**config.mk**
```make
export PLATFORM = sky130hd
export DESIGN_NAME = izz_dequant_idpcm_flat
export DESIGN_NICKNAME = d
export VERILOG_FILES = /design/src/rtl/izz_dequant_idpcm_pkg.sv /design/src/rtl/izz_dequant_idpcm_if.sv /design/src/rtl/izz_dequant_idpcm_sat.sv /design/src/rtl/izz_dequant_idpcm.sv /design/src/flat_wrapper.sv
export SDC_FILE = /design/constraint.sdc
export NUM_CORES = 2
export LEC_CHECK = 0
export CAP_MARGIN = 15
export CORE_MARGIN = 5
export CORE_UTILIZATION = 23
export CTS_BUF_LIST = sky130_fd_sc_hd__clkbuf_8 sky130_fd_sc_hd__clkbuf_16
export DETAILED_ROUTE_END_ITERATION = 8
export HOLD_SLACK_MARGIN = 0.1
export PLACE_DENSITY = 0.43
export SLEW_MARGIN = 5
export SYNTH_ARGS = -nofsm -noshare
export SYNTH_HDL_FRONTEND = slang
export SYNTH_SLANG_ARGS = --single-unit
```
**constraint.sdc**
```tcl
create_clock -name clk -period 94.5 [get_ports clk]
set_input_delay 18.9 -clock clk [delete_from_list [all_inputs] [get_ports clk]]
set_output_delay 18.9 -clock clk [all_outputs]
set_load 0.01 [all_outputs]
```
**src/rtl/izz_dequant_idpcm_pkg.sv**
```systemverilog
// Shared constants, types and tables for the zig-zag / dequant / inverse-DPCM
// decoder stage: zig-zag to natural index map and the QF=50 luma table.
package jpeg_pkg;

  localparam int COEF_W = 11;
  localparam int DPCM_W = 12;
  localparam int QW     = 8;
  localparam int IDX_W  = 6;
  localparam int PROD_W = COEF_W + QW;

  typedef logic signed [COEF_W-1:0] coef_t;

  typedef enum logic [0:0] {
    IDLE    = 1'b0,
    COLLECT = 1'b1
  } state_t;

  localparam logic [IDX_W-1:0] LAST_IDX = 6'd63;

  localparam logic signed [PROD_W-1:0] PROD_MAX = 19'sd1023;
  localparam logic signed [PROD_W-1:0] PROD_MIN = -19'sd1024;
  localparam coef_t COEF_MAX = 11'sh3FF;
  localparam coef_t COEF_MIN = 11'sh400;

  // Zig-zag scan position -> natural row-major index (row*8 + col).
  localparam logic [IDX_W-1:0] ZZ_TO_NAT [64] = '{
    6'd0,  6'd1,  6'd8,  6'd16, 6'd9,  6'd2,  6'd3,  6'd10,
    6'd17, 6'd24, 6'd32, 6'd25, 6'd18, 6'd11, 6'd4,  6'd5,
    6'd12, 6'd19, 6'd26, 6'd33, 6'd40, 6'd48, 6'd41, 6'd34,
    6'd27, 6'd20, 6'd13, 6'd6,  6'd7,  6'd14, 6'd21, 6'd28,
    6'd35, 6'd42, 6'd49, 6'd56, 6'd57, 6'd50, 6'd43, 6'd36,
    6'd29, 6'd22, 6'd15, 6'd23, 6'd30, 6'd37, 6'd44, 6'd51,
    6'd58, 6'd59, 6'd52, 6'd45, 6'd38, 6'd31, 6'd39, 6'd46,
    6'd53, 6'd60, 6'd61, 6'd54, 6'd47, 6'd55, 6'd62, 6'd63
  };

  // Standard luminance quantization table at quality 50, natural order.
  localparam logic [QW-1:0] Q_LUMA50 [64] = '{
    8'd16, 8'd11, 8'd10, 8'd16, 8'd24,  8'd40,  8'd51,  8'd61,
    8'd12, 8'd12, 8'd14, 8'd19, 8'd26,  8'd58,  8'd60,  8'd55,
    8'd14, 8'd13, 8'd16, 8'd24, 8'd40,  8'd57,  8'd69,  8'd56,
    8'd14, 8'd17, 8'd22, 8'd29, 8'd51,  8'd87,  8'd80,  8'd62,
    8'd18, 8'd22, 8'd37, 8'd56, 8'd68,  8'd109, 8'd103, 8'd77,
    8'd24, 8'd35, 8'd55, 8'd64, 8'd81,  8'd104, 8'd113, 8'd92,
    8'd49, 8'd64, 8'd78, 8'd87, 8'd103, 8'd121, 8'd120, 8'd101,
    8'd72, 8'd92, 8'd95, 8'd98, 8'd112, 8'd100, 8'd103, 8'd99
  };

endpackage

```
**src/rtl/izz_dequant_idpcm_if.sv**
```systemverilog
// Coefficient input stream and reconstructed block output of the decoder stage.
interface izz_dequant_idpcm_if;
  import jpeg_pkg::*;

  logic                     dc_clr;
  logic                     coef_valid;
  logic                     coef_sof;
  logic signed [DPCM_W-1:0] coef_in;
  coef_t                    block_out [8][8];
  logic                     block_valid;
  logic                     seq_err;

  modport slave (
    input  dc_clr, coef_valid, coef_sof, coef_in,
    output block_out, block_valid, seq_err
  );

  modport master (
    output dc_clr, coef_valid, coef_sof, coef_in,
    input  block_out, block_valid, seq_err
  );

endinterface

```
**src/rtl/izz_dequant_idpcm_sat.sv**
```systemverilog
// Signed coefficient times unsigned quantizer step, saturated back to the
// 11-bit reconstructed sample range. Purely combinational.
module jpeg_dequant_sat
  import jpeg_pkg::*;
(
  input  coef_t           coef,
  input  logic [QW-1:0]   q,
  output coef_t           deq
);

  logic signed [PROD_W-1:0] coef_x;
  logic signed [PROD_W-1:0] q_x;
  logic signed [PROD_W-1:0] prod;

  assign coef_x = PROD_W'(coef);
  assign q_x    = PROD_W'({1'b0, q});
  assign prod   = coef_x * q_x;

  // Clamp the full-precision product into [-1024, +1023].
  always_comb begin
    deq = prod[COEF_W-1:0];
    if (prod > PROD_MAX) begin
      deq = COEF_MAX;
    end else if (prod < PROD_MIN) begin
      deq = COEF_MIN;
    end else begin
      deq = prod[COEF_W-1:0];
    end
  end

endmodule

```
**src/rtl/izz_dequant_idpcm.sv**
```systemverilog
// Decoder stage: framing FSM over a zig-zag coefficient stream, inverse DC
// DPCM, dequantization and scatter to natural order. A completed block is
// published on block_out two cycles after its last coefficient is accepted.
module izz_dequant_idpcm
  import jpeg_pkg::*;
(
  input  logic               clk,
  input  logic               img_rst,
  izz_dequant_idpcm_if.slave bus
);

  state_t            state_r, state_s;
  logic [IDX_W-1:0]  idx_r, idx_s;
  coef_t             dc_prev_r, dc_pend_r;
  coef_t             dc_base_s, dc_sum_s;
  logic              dc_pend_ld_s, dc_commit_s, err_s;

  logic              s1_valid_s, s1_valid_r;
  logic [IDX_W-1:0]  s1_idx_s, s1_idx_r;
  coef_t             s1_coef_s, s1_coef_r;

  logic [IDX_W-1:0]  nat_s;
  logic [QW-1:0]     q_s;
  coef_t             deq_s;
  coef_t             work_buf_r [8][8];

  // A dc_clr coinciding with a DC accept makes that block predict from zero.
  always_comb begin
    dc_base_s = dc_prev_r;
    if (bus.dc_clr) begin
      dc_base_s = '0;
    end else begin
      dc_base_s = dc_prev_r;
    end
    dc_sum_s = dc_base_s + bus.coef_in[COEF_W-1:0];
  end

  // Framing FSM: next state, next index, stage-1 load and error pulse.
  always_comb begin
    state_s      = state_r;
    idx_s        = idx_r;
    err_s        = 1'b0;
    dc_pend_ld_s = 1'b0;
    dc_commit_s  = 1'b0;
    s1_valid_s   = 1'b0;
    s1_idx_s     = 6'd0;
    s1_coef_s    = bus.coef_in[COEF_W-1:0];
    case (state_r)
      IDLE: begin
        if (bus.coef_valid && bus.coef_sof) begin
          state_s      = COLLECT;
          idx_s        = 6'd1;
          dc_pend_ld_s = 1'b1;
          s1_valid_s   = 1'b1;
          s1_coef_s    = dc_sum_s;
        end else if (bus.coef_valid) begin
          err_s = 1'b1;
        end else begin
          state_s = IDLE;
        end
      end
      COLLECT: begin
        if (bus.coef_valid && bus.coef_sof) begin
          // Abandon the partial block and restart on the new DC.
          err_s        = 1'b1;
          idx_s        = 6'd1;
          dc_pend_ld_s = 1'b1;
          s1_valid_s   = 1'b1;
          s1_coef_s    = dc_sum_s;
        end else if (bus.coef_valid) begin
          s1_valid_s = 1'b1;
          s1_idx_s   = idx_r;
          if (idx_r == LAST_IDX) begin
            state_s     = IDLE;
            idx_s       = 6'd0;
            dc_commit_s = 1'b1;
          end else begin
            idx_s = idx_r + 6'd1;
          end
        end else begin
          state_s = COLLECT;
        end
      end
      default: begin
        state_s = IDLE;
        idx_s   = 6'd0;
      end
    endcase
  end

  // FSM state, scan index and DC predictor registers.
  always_ff @(posedge clk or posedge img_rst) begin
    if (img_rst) begin
      state_r   <= IDLE;
      idx_r     <= 6'd0;
      dc_prev_r <= '0;
      dc_pend_r <= '0;
    end else begin
      state_r <= state_s;
      idx_r   <= idx_s;
      if (dc_pend_ld_s) begin
        dc_pend_r <= dc_sum_s;
      end
      // The predictor only advances once its block has fully arrived.
      if (bus.dc_clr) begin
        dc_prev_r <= '0;
      end else if (dc_commit_s) begin
        dc_prev_r <= dc_pend_r;
      end
    end
  end

  // Stage 1 capture and registered framing-error pulse.
  always_ff @(posedge clk or posedge img_rst) begin
    if (img_rst) begin
      s1_valid_r  <= 1'b0;
      s1_idx_r    <= 6'd0;
      s1_coef_r   <= '0;
      bus.seq_err <= 1'b0;
    end else begin
      s1_valid_r  <= s1_valid_s;
      s1_idx_r    <= s1_idx_s;
      s1_coef_r   <= s1_coef_s;
      bus.seq_err <= err_s;
    end
  end

  assign nat_s = ZZ_TO_NAT[s1_idx_r];
  assign q_s   = Q_LUMA50[nat_s];

  jpeg_dequant_sat u_sat (
    .coef (s1_coef_r),
    .q    (q_s),
    .deq  (deq_s)
  );

  // Stage 2: scatter into the work buffer; publish the block after index 63.
  always_ff @(posedge clk or posedge img_rst) begin
    if (img_rst) begin
      for (int r = 0; r < 8; r++) begin
        for (int c = 0; c < 8; c++) begin
          work_buf_r[r][c]    <= '0;
          bus.block_out[r][c] <= '0;
        end
      end
      bus.block_valid <= 1'b0;
    end else begin
      bus.block_valid <= s1_valid_r && (s1_idx_r == LAST_IDX);
      if (s1_valid_r) begin
        for (int r = 0; r < 8; r++) begin
          for (int c = 0; c < 8; c++) begin
            if (nat_s == {3'(r), 3'(c)}) begin
              work_buf_r[r][c] <= deq_s;
            end else if (s1_idx_r == 6'd0) begin
              work_buf_r[r][c] <= '0;
            end
          end
        end
        if (s1_idx_r == LAST_IDX) begin
          for (int r = 0; r < 8; r++) begin
            for (int c = 0; c < 8; c++) begin
              if (nat_s == {3'(r), 3'(c)}) begin
                bus.block_out[r][c] <= deq_s;
              end else begin
                bus.block_out[r][c] <= work_buf_r[r][c];
              end
            end
          end
        end
      end
    end
  end

endmodule
```
**src/flat_wrapper.sv**
```systemverilog
// flat-port wrapper written by rule: the top's interface ports become plain ports
module izz_dequant_idpcm_flat import jpeg_pkg::*;
  (clk, img_rst, bus_dc_clr, bus_coef_valid, bus_coef_sof, bus_coef_in, bus_block_out, bus_block_valid, bus_seq_err);
  izz_dequant_idpcm_if bus_i ();
  input  logic clk;
  input  logic img_rst;
  input wire logic [$bits(bus_i.dc_clr)-1:0] bus_dc_clr;
  input wire logic [$bits(bus_i.coef_valid)-1:0] bus_coef_valid;
  input wire logic [$bits(bus_i.coef_sof)-1:0] bus_coef_sof;
  input wire logic [$bits(bus_i.coef_in)-1:0] bus_coef_in;
  output wire logic [$bits(bus_i.block_out)-1:0] bus_block_out;
  output wire logic [$bits(bus_i.block_valid)-1:0] bus_block_valid;
  output wire logic [$bits(bus_i.seq_err)-1:0] bus_seq_err;
  assign bus_i.dc_clr = bus_dc_clr;
  assign bus_i.coef_valid = bus_coef_valid;
  assign bus_i.coef_sof = bus_coef_sof;
  assign bus_i.coef_in = bus_coef_in;
  assign bus_block_out = {>>{bus_i.block_out}};
  assign bus_block_valid = bus_i.block_valid;
  assign bus_seq_err = bus_i.seq_err;
  izz_dequant_idpcm u_core (.clk(clk), .img_rst(img_rst), .bus(bus_i));
endmodule
```
==> results.tsv <==
stage	metric	value	unit
run_status	outcome	completed	
power	pwr-share-comb	25.4	%
cts	htree_levels	4	
synthesis	synth_async_sr_flop_share	100.0	%
floorplanning	start_util	23.05	%
timing	worst_pin_slew	1215	ps
timing	finalCriticalPeriod	23280	ps
synthesis	synth_cells	6590	
power	switching_power	0.0006718	W
synthesis	post-synth-top-area-fraction	59.84	%
critical_path	timing.rr.start	u_core.s1_idx_r[2]	
finish	layout_commonest_cell	nand2_1	
floorplanning	die_w	524.7	um
synthesis	ys.flop_type	dfrtp_1	
floorplanning	die_h	524.7	um
finish	fin_nets	7300	
power	switching_share	38.27	%
timing	slew_viol_final	0	
synthesis	synthTopCellsByArea	dfrtp_1 60%, nand2_1 16%, o21ai_0 7.5%	
cts	numCtsBuffers	168	
placement	port_buffers	721	
timing	relSlewSlack	18.97	%
placement	place.detailed.hpwl	167700	um
cts	postCtsHoldBufs	0	
timing	timing.setup.tns	0	ps
cts	clock-root-buffer	clkbuf_16	
grt	grt.total_usage	17.83	%
floorplanning	dieArea	275300	um^2
grt	grt_max_degree	198	
detailed_routing	wl	252400	um
synthesis	yosysSeqAreaShare	59.84	%
run	drv_cap	0	
cts	cts.path.max_buffers	3	
timing	setup_violations	0	
timing	hold_violations	0	
detailed_routing	drtIter0Drc	3742	
synthesis	syn_area_per_cell	9.246	um^2
grt	antenna_found_initial	21	
timing	clock_skew	67.36	ps
synthesis	synth_enable_flop_cells	0	
power	cellPowerDensity	22.62	nW/um^2
critical_path	critPathKind	in -> async	
synthesis	syn_nets	6735	
critical_path	r2r_cells	34	
timing	grt_setup_unrepaired	no	
critical_path	crit_end	u_core.bus.block_out[432]	
synthesis	ys_types	94	
critical_path	cp_max_fo	110	
critical_path	setup.worst_path.start_class	primary input	
detailed_routing	drc_errors	0	
critical_path	r2r_slack	82380	ps
critical_path	required	95300	ps
grt	grt_remaining_overflow	0	
cts	clock_latency	840	ps
detailed_routing	first_pass_iters	6	
detailed_routing	vias	48910	
power	pwr-share-seq	36.1	%
power	p_clk_share	38.4	%
critical_path	cp-end-kind	async pin	
timing	max_freq	42.95	MHz
synthesis	netlist_area	60930	um^2
detailed_routing	via_per_inst	4.511	
floorplanning	core_area	264400	um^2
detailed_routing	final_antenna_net_count	0	
grt	grt_first_pass_wirelength	364900	um
power	p_int	0.001083	W
synthesis	synth-warning-count	0	
worst_hold_path	hold_class	reg -> reg	
grt	grt_pass1_vias	48860	
synthesis	synth_top_area_cell	dfrtp_1	
timing	timing.final.crit_share	24.64	%
critical_path	critical_path_arrival	24080	ps
synthesis	synth_seq_cells	1457	
finish	layout-drive-gt1-share	6.912	%
critical_path	worstReg2RegEnd	u_core.work_buf_r[188]	
placement	place_congestion	0.7862	
cts	ctsResizeCount	0	
placement	placed_area	71800	um^2
finish	design_area	77610	um^2
floorplanning	num_rows	189	
cts	clock_sinks	1457	
finish	layout_common_cells	2,544 x nand2_1, 1,456 x dfrtp_1, 894 x o21ai_0	
cts	path_clk_slew	70	ps
finish	synthToLayoutAreaGrowth	27.38	%
detailed_routing	wire_per_inst	23.28	um
floorplanning	io_pins	723	
power	peakVddDrop	0.03890	mV
critical_path	crit_start	img_rst	
power	leakage	36.61	nW
cts	cts_setup_buffers	0	
cts	cts_tree	done	
## critical path, cell delays in order
cell	delay, ps
clkdlybuf4s50_1	490
inv_8	580
buf_4	760
buf_4	640
buf_4	820
buf_4	780
buf_4	840
## registers in the layout, summed over array words and instances, names as in the netlist
register and cells:
u_core.bus.seq_err 1, u_core.state_r 1, u_core.work_buf_r 704, u_core.s1_valid_r 1, u_core.bus.block_out 704, u_core.s1_coef_r 11, u_core.s1_idx_r 6, u_core.idx_r 6
u_core.dc_prev_r 11, u_core.dc_pend_r 11, u_core.bus.block_valid 1
## power by group through the flow
stage / registers (W) / clock network (W) / logic, W
2_1_floorplan: 0.000646 / 0 / 0.000187
3_3_place_gp: 0.000646 / 0 / 0.000459
3_5_place_dp: 0.000646 / 0 / 0.000461
4_1_cts: 0.000634 / 0.000694 / 0.000462
5_1_grt: 0.000635 / 0.000717 / 0.000468
6_report: 0.000635 / 0.000674 / 0.000447
## metrics by stage
stage / util (%) / power [W] / worst slack [ps] / hold WS, ps / std cells
4_1_cts: 29.33 / 0.001791 / 71020 / 429.1 / 10820
2_1_floorplan: - / 0.0008328 / 34510 / 438.6 / 6590
3_3_place_gp: 27.15 / 0.001104 / 70180 / 447.8 / 10510
6_report: 29.36 / 0.001755 / 71220 / 445.1 / 10840
5_1_grt: 29.34 / 0.001821 / 70370 / 469.1 / 10830
3_5_place_dp: 27.16 / 0.001107 / 70100 / 449.7 / 10520
## cell families after synthesis
family                   synth area share, %
buffers and inverters                  4.162
adder cells (fa/ha/maj)                3.368
multiplexers                          0.2998
AND/OR/NAND/NOR                        19.87
XOR/XNOR                              0.3963
AO/OA/AOI/OAI                          12.07
flip-flops                             59.84
## worst min path at each step
stage	start	endpoint	slack [ps]	depth (start not counted)
2_1_floorplan	u_core.work_buf_r[352]	u_core.bus.block_out[352]	440	2
3_3_place_gp	u_core.work_buf_r[535]	u_core.bus.block_out[535]	450	2
3_5_place_dp	u_core.work_buf_r[535]	u_core.bus.block_out[535]	450	2
4_1_cts	u_core.work_buf_r[166]	u_core.bus.block_out[166]	430	2
5_1_grt	u_core.work_buf_r[530]	u_core.bus.block_out[530]	470	2
6_report	u_core.work_buf_r[166]	u_core.bus.block_out[166]	450	2
## cells in the mapped netlist, drive strengths merged (6+ instances only)
| master | n |
|---|---|
| nand2 | 2555 |
| dfrtp | 1457 |
| o21ai | 989 |
| clkbuf | 333 |
| nor2 | 243 |
| inv | 141 |
| a21oi | 133 |
| buf | 133 |
| ha | 68 |
| a22o | 63 |
| and2 | 63 |
| fa | 60 |
| nand3 | 54 |
| and3 | 32 |
| nor2b | 24 |
| a21o | 20 |
| or3 | 17 |
| nor3 | 16 |
| xnor2 | 15 |
| a41oi | 14 |
| nand4 | 14 |
| nand2b | 12 |
| o211ai | 10 |
| xor2 | 10 |
| a211oi | 9 |
| a32o | 8 |
| mux2i | 8 |
| a31oi | 6 |
| o21bai | 6 |
## area by class of cell
class	instances	area, um^2
fillers	28060	186800
flip-flops and latches	1457	36460
multi-input cells	4526	22110
repair buffers	861	8273
clock buffers	211	4796
well taps	3533	4420
clock inverters	96	958.4
inverters	141	544.3
diodes	17	42.54
## routing by layer
| metal | GRT usage, % | vias up | share of wire [%] |
|---|---|---|---|
| li1 | - | 22440 | - |
| met1 | 24.69 | 24750 | 46 |
| met2 | 28.13 | 1394 | 46 |
| met3 | 3.211 | 322 | 5.2 |
| met4 | 5.988 | 4 | 3.5 |
| met5 | 0 | - | 0.0083 |
No activity file was read; power rests on OpenSTA's default activity.
